`src/rtl/sram_arb_pkg.sv`:
```
// Shared definitions for the SRAM read/write arbiter.
// Holds the default geometry of the SRAM macro, the write-mask lane width
// and the arbiter state encoding used when the post-reset zero sweep
// (SRAM_ARB_INIT_EN) is built in.
package sram_arb_pkg;

  localparam int unsigned DEF_DEPTH      = 32'd2;
  localparam int unsigned DEF_DATA_W     = 32'd82;
  localparam int unsigned DEF_MASK_W     = 32'd2;
  localparam int unsigned DEF_STARVE_MAX = 32'd3;
  localparam int unsigned LANE_W         = DEF_DATA_W / DEF_MASK_W;

  typedef enum logic [0:0] {
    ST_INIT = 1'b0,
    ST_RUN  = 1'b1
  } arb_state_e;

endpackage

```
`src/rtl/sram_resp_hold.sv`:
```
// Read response path for the SRAM arbiter.
// Tracks the read issued last cycle (inflight), captures the SRAM output
// into a hold register when the consumer stalls, and selects what the
// consumer sees. slot_free tells the arbiter whether a new read may issue.
// Ports:
//   clock, reset    : clock, synchronous active-high reset
//   rd_grant        : a read is presented to the SRAM this cycle
//   resp_ready      : consumer accepts resp_data
//   sram_rdata      : SRAM output (valid the cycle after a read)
//   resp_valid      : response available
//   resp_data       : response word
//   slot_free       : a read granted now has somewhere to land
module sram_resp_hold #(
  parameter int unsigned DATA_W = 32'd82
) (
  input  logic              clock,
  input  logic              reset,
  input  logic              rd_grant,
  input  logic              resp_ready,
  input  logic [DATA_W-1:0] sram_rdata,
  output logic              resp_valid,
  output logic [DATA_W-1:0] resp_data,
  output logic              slot_free
);

  logic              inflight;
  logic              hold_valid;
  logic [DATA_W-1:0] hold_data;

  // Inflight flag and hold register; the SRAM output tracks later writes,
  // so a stalled response must be frozen the first cycle it is not taken.
  always_ff @(posedge clock) begin
    if (reset) begin
      inflight   <= 1'b0;
      hold_valid <= 1'b0;
      hold_data  <= '0;
    end else begin
      inflight <= rd_grant;
      if (inflight && !resp_ready) begin
        hold_valid <= 1'b1;
        hold_data  <= sram_rdata;
      end else if (hold_valid && resp_ready) begin
        hold_valid <= 1'b0;
      end else begin
        hold_valid <= hold_valid;
      end
    end
  end

  // inflight and hold_valid are never set together: a stalled inflight
  // response blocks new reads, so inflight drops as hold_valid rises.
  assign resp_valid = inflight | hold_valid;
  assign resp_data  = hold_valid ? hold_data : sram_rdata;
  assign slot_free  = !hold_valid && (!inflight || resp_ready);

endmodule

```
`src/rtl/sram_rw_arbiter.sv`:
```
// Arbiter sharing the single RW port of a masked single-port SRAM macro
// between one write requester and one read requester.
// Writes win by default; a read that has lost STARVE_MAX consecutive
// eligible cycles is forced through. Read data has 1-cycle latency and is
// held across consumer backpressure by sram_resp_hold.
// Optional macro SRAM_ARB_INIT_EN: after reset, sweep all addresses with
// zero (full mask) before accepting traffic; otherwise init_done is 1.
// Ports:
//   clock, reset                       : clock, synchronous active-high reset
//   w_valid/w_ready/w_addr/w_mask/w_data : write request channel
//   r_valid/r_ready/r_addr             : read request channel
//   resp_valid/resp_ready/resp_data    : read response channel
//   sram_en/sram_wmode/sram_addr/sram_wmask/sram_wdata/sram_rdata : SRAM pins
//   init_done                          : arbiter is accepting traffic
module sram_rw_arbiter
  import sram_arb_pkg::*;
#(
  parameter int unsigned DEPTH      = DEF_DEPTH,
  parameter int unsigned ADDR_W     = $clog2(DEPTH),
  parameter int unsigned DATA_W     = DEF_DATA_W,
  parameter int unsigned MASK_W     = DEF_MASK_W,
  parameter int unsigned STARVE_MAX = DEF_STARVE_MAX
) (
  input  logic              clock,
  input  logic              reset,
  input  logic              w_valid,
  output logic              w_ready,
  input  logic [ADDR_W-1:0] w_addr,
  input  logic [MASK_W-1:0] w_mask,
  input  logic [DATA_W-1:0] w_data,
  input  logic              r_valid,
  output logic              r_ready,
  input  logic [ADDR_W-1:0] r_addr,
  output logic              resp_valid,
  input  logic              resp_ready,
  output logic [DATA_W-1:0] resp_data,
  output logic              sram_en,
  output logic              sram_wmode,
  output logic [ADDR_W-1:0] sram_addr,
  output logic [MASK_W-1:0] sram_wmask,
  output logic [DATA_W-1:0] sram_wdata,
  input  logic [DATA_W-1:0] sram_rdata,
  output logic              init_done
);

  localparam int unsigned CNT_W = $clog2(STARVE_MAX + 32'd1);

  logic              run;
  logic              active;
  logic              init_wr;
  logic [ADDR_W-1:0] init_addr;
  logic              slot_free;
  logic              force_read;
  logic              read_wins;
  logic              wr_grant;
  logic              rd_grant;
  logic [CNT_W-1:0]  starve_cnt;

`ifdef SRAM_ARB_INIT_EN
  arb_state_e state;

  // INIT/RUN sequencer: one zero write per cycle from address 0 upward.
  always_ff @(posedge clock) begin
    if (reset) begin
      state     <= ST_INIT;
      init_addr <= '0;
    end else begin
      case (state)
        ST_INIT: begin
          if (init_addr == ADDR_W'(DEPTH - 32'd1)) begin
            state     <= ST_RUN;
            init_addr <= '0;
          end else begin
            state     <= ST_INIT;
            init_addr <= init_addr + ADDR_W'(1);
          end
        end
        ST_RUN: begin
          state     <= ST_RUN;
          init_addr <= '0;
        end
        default: begin
          state     <= ST_INIT;
          init_addr <= '0;
        end
      endcase
    end
  end

  assign run       = (state == ST_RUN);
  assign init_wr   = (state == ST_INIT) && !reset;
  assign init_done = run;
`else
  assign run       = 1'b1;
  assign init_wr   = 1'b0;
  assign init_addr = '0;
  assign init_done = 1'b1;
`endif

  // Nothing is granted while reset is asserted so the SRAM is idle then.
  assign active     = run && !reset;
  assign force_read = (starve_cnt == CNT_W'(STARVE_MAX));
  assign read_wins  = active && r_valid && slot_free && (!w_valid || force_read);
  assign rd_grant   = read_wins;
  assign wr_grant   = active && w_valid && !read_wins;
  assign w_ready    = active && !read_wins;
  assign r_ready    = active && slot_free && (!w_valid || force_read);

  // Starvation counter: counts eligible reads that lost to a write.
  always_ff @(posedge clock) begin
    if (reset) begin
      starve_cnt <= '0;
    end else if (!r_valid || rd_grant) begin
      starve_cnt <= '0;
    end else if (active && slot_free && !force_read) begin
      starve_cnt <= starve_cnt + CNT_W'(1);
    end else begin
      starve_cnt <= starve_cnt;
    end
  end

  // SRAM pin drive: exactly one source per cycle, idle values otherwise.
  always_comb begin
    sram_en    = 1'b0;
    sram_wmode = 1'b0;
    sram_addr  = '0;
    sram_wmask = '0;
    sram_wdata = '0;
    if (init_wr) begin
      sram_en    = 1'b1;
      sram_wmode = 1'b1;
      sram_addr  = init_addr;
      sram_wmask = '1;
      sram_wdata = '0;
    end else if (wr_grant) begin
      sram_en    = 1'b1;
      sram_wmode = 1'b1;
      sram_addr  = w_addr;
      sram_wmask = w_mask;
      sram_wdata = w_data;
    end else if (rd_grant) begin
      sram_en    = 1'b1;
      sram_wmode = 1'b0;
      sram_addr  = r_addr;
    end else begin
      sram_en    = 1'b0;
      sram_wmode = 1'b0;
    end
  end

  sram_resp_hold #(
    .DATA_W (DATA_W)
  ) u_resp_hold (
    .clock      (clock),
    .reset      (reset),
    .rd_grant   (rd_grant),
    .resp_ready (resp_ready),
    .sram_rdata (sram_rdata),
    .resp_valid (resp_valid),
    .resp_data  (resp_data),
    .slot_free  (slot_free)
  );

endmodule
```
`config.mk`:
```
export PLATFORM = sky130hd
export DESIGN_NAME = sram_rw_arbiter
export DESIGN_NICKNAME = d
export VERILOG_FILES = /design/src/rtl/sram_arb_pkg.sv /design/src/rtl/sram_resp_hold.sv /design/src/rtl/sram_rw_arbiter.sv
export SDC_FILE = /design/constraint.sdc
export NUM_CORES = 1
export LEC_CHECK = 0
export BUFFER_PORTS_ARGS = -buffer_cell sky130_fd_sc_hd__clkbuf_2
export CAP_MARGIN = 20
export CORE_AREA = 2 2 135 137
export DETAILED_ROUTE_END_ITERATION = 16
export DIE_AREA = 0 0 137 139
export PLACE_DENSITY = 0.62
export SETUP_SLACK_MARGIN = 0.1
export SLEW_MARGIN = 10
export SYNTH_ARGS = -nofsm -noshare
export SYNTH_HDL_FRONTEND = slang
export SYNTH_SLANG_ARGS = --single-unit
```
`constraint.sdc`:
```
create_clock -name clock -period 2.6 [get_ports clock]
set_clock_uncertainty 0.2 [all_clocks]
set_input_delay 0.65 -clock clock [delete_from_list [all_inputs] [get_ports clock]]
set_output_delay 0.65 -clock clock [all_outputs]
set_load 0.005 [all_outputs]
```
==> reports/qor.txt <==
status = complete, but fails checks
violated checks = setup timing
RSZ-0062 raised after global routing = true
TritonCTS clock tree = yes
FF+latch area = 1730 µm²
CP Data Arrival Time = 1.82 ns
Rel. slew slack = 0.585
commonest non-fill, non-tap cell in the layout = clkbuf_2
share of layout cells above drive strength 1 = 0.553
drc violations = 0
Initial Util = 0.264
DP Area = 6570 µm²
Final Core Density = 0.414
Post-Synthesis Cells = 573
Setup-failing EPs final = 84
drt first pass iters = 4
pre-CTS setup slack = -0.0119 ns
worst skew pair latency = 0.34 ns
CTS H-tree depth = 3
Final Hold Fails = 0
detailed-route via count = 5057
combinational power share = 0.203
GR Util All Layers = 0.161
Max clock buf depth = 2
Worst Path Max Fanout = 21
nets = 1078
hold crit path type = register to register
CTS Hold Buffers Added = 0
Reg clk slew, reported paths = 0.06 ns
I/O pins = 346
worst setup margin = -0.0661 ns
core area = 17700 µm²
Std-Cell Rows = 49
Pwr Density = 444 nW/µm²
layout overhead on the synthesized area = 56.9%
Int Pwr = 2.37 mW
# fillers = 1791
die extent in x = 137 µm
TNS Setup = -3.45 ns
number of synthesized register bits = 86
Worst-Margin Slew = 0.623 ns
gpl congestion = 0.755
fin. max-slew vios = 0
Cell variety after synth = 27
die area = 19000 µm²
Final Critical Period = 2.67 ns
root buffer cell = clkbuf_16
die extent in y = 139 µm
fmax = 375 MHz
total grt overflow = 0
synth warn = 0
Clock power frac = 0.378
Pleak = 3.37 nW
Routed WL = 17100 µm
largest net degree at the start of global routing = 86
Max-cap violations = 0
Reg power frac = 0.419
Setup CP Type = input pin to primary output
vias in the first global route = 4579
Critical Path RT = 1.75 ns
switching pwr = 0.870 mW
Ant. Diodes = 0
Avg Synthesized Cell Area = 8.13 µm²
Peak supply drop = 0.378 mV
Switching Share = 0.268
register area share after synthesis = 0.370
Final Cycle Share = 1.03
syn nets = 747
Post-DRT Antenna Nets = 0
clock sinks = 86
vias per cell = 4.44
startpoint types = input pin
Avg WL per Cell = 15.1 µm
most frequent cells in the layout = clkbuf_2, nand2_1, a21oi_1, dfxtp_1, mux2_2
Multi-input gate area = 2770 µm²
fin area = 7310 µm²
first-pass GRT wire length = 24200 µm
CTS Buf Count = 9
initial antenna violation count = 3
1st-iter DRT viols = 213
Mapped Area = 4660 µm²
crit end category = primary output
Port-buffer cells = 344
dpl hpwl = 11800 µm
==> power groups by stage <==
stage / Clock (mW) / Sequential, mW / Combinational [mW]
floorplan: 0 / 1.38 / 0.258
global placement: 0 / 1.39 / 0.567
detailed placement: 0 / 1.39 / 0.568
CTS: 1.28 / 1.36 / 0.596
global route: 1.34 / 1.36 / 0.715
finish: 1.23 / 1.36 / 0.658
==> timing repair <==
item / CTS / global route
resized for setup: 12 / 66
cloned: 2 / 6
setup endpoints to repair: 103 / 86
buffers inserted: 1 / 3
pin swaps: 2 / 11
==> final cells by class <==
| type | count | area share |
|---|---|---|
| Multi-Input combinational cell | 436 | 0.379 |
| Inverter | 2 | 0.00103 |
| Clock inverter | 6 | 0.00651 |
| Sequential cell | 86 | 0.236 |
| Clock buffer | 10 | 0.0313 |
| Timing Repair Buffer | 369 | 0.306 |
| Tap cell | 229 | 0.0392 |
==> path summary, 6_finish.rpt <==
kind	startpoint	end	slack, ns	depth (start not counted)
setup / recovery	resp_ready	sram_wdata[49]	-0.07	7
hold / removal	u_resp_hold.hold_data[2]	u_resp_hold.hold_data[2]	0.25	2
setup reg to reg	u_resp_hold.inflight	starve_cnt[0]	0.88	5
hold reg to reg	u_resp_hold.hold_data[2]	u_resp_hold.hold_data[2]	0.25	2
==> cell usage after synthesis (all sizes together) <==
cell      n  area [µm²]
or4       1        7.51
inv       2        7.51
and2     84         526
or2       1        6.26
clkbuf   15        56.3
nor2b     3        18.8
buf      34         209
a21oi    84         420
nand4     1        6.26
dfxtp    86        1720
conb      1        3.75
mux2     83         935
a41oi     2        25.0
nand2   164         616
ha        1        12.5
o21ai     2        10.0
nor2      1        3.75
nor3b     1        7.51
nand2b    5        38.8
nor4      2        27.5
==> routing by layer <==
metal / part of all wire / routed length [µm] / track usage / vias to the layer above
li1: - / - / - / 2553
met2: 0.44 / 7480 / 0.242 / 180
met4: 0.015 / 263 / 0.0564 / 6
met5: 0.0023 / 40 / 0 / -
met1: 0.45 / 7710 / 0.212 / 2296
met3: 0.096 / 1640 / 0.0570 / 22
==> cell families (layout without fill, tap and decap cells) <==
| kind of cell | count (synthesis) | in the layout | synth area share |
|---|---|---|---|
| fa+ha+maj | 1 | 1 | 0.00269 |
| buf+inv | 51 | 387 | 0.0586 |
| flops | 86 | 86 | 0.370 |
| other cells | 1 | 1 | 0.000805 |
| compound gates | 88 | 88 | 0.0978 |
| simple gates | 263 | 263 | 0.270 |
| mux | 83 | 83 | 0.201 |
==> worst max-delay path, stage by stage <==
cell       delay [ns]
clkbuf_2         0.12
nand2b_4         0.16
a41oi_4          0.29
buf_12           0.16
clkbuf_16        0.17
and2_1           0.14
clkbuf_2         0.11
==> metrics by stage <==
stage	hold slack, ns	power [mW]	std cells
floorplan	0.233	1.64	573
global placement	0.238	1.95	1110
detailed placement	0.244	1.96	1110
CTS	0.255	3.24	1129
global route	0.267	3.42	1138
finish	0.251	3.24	1138
==> registers in the layout, summed over array words and instances (netlist names) <==
register / count
u_resp_hold.inflight: 1
u_resp_hold.hold_valid: 1
u_resp_hold.hold_data: 82
starve_cnt: 2
(Power assumes the default switching activity.)
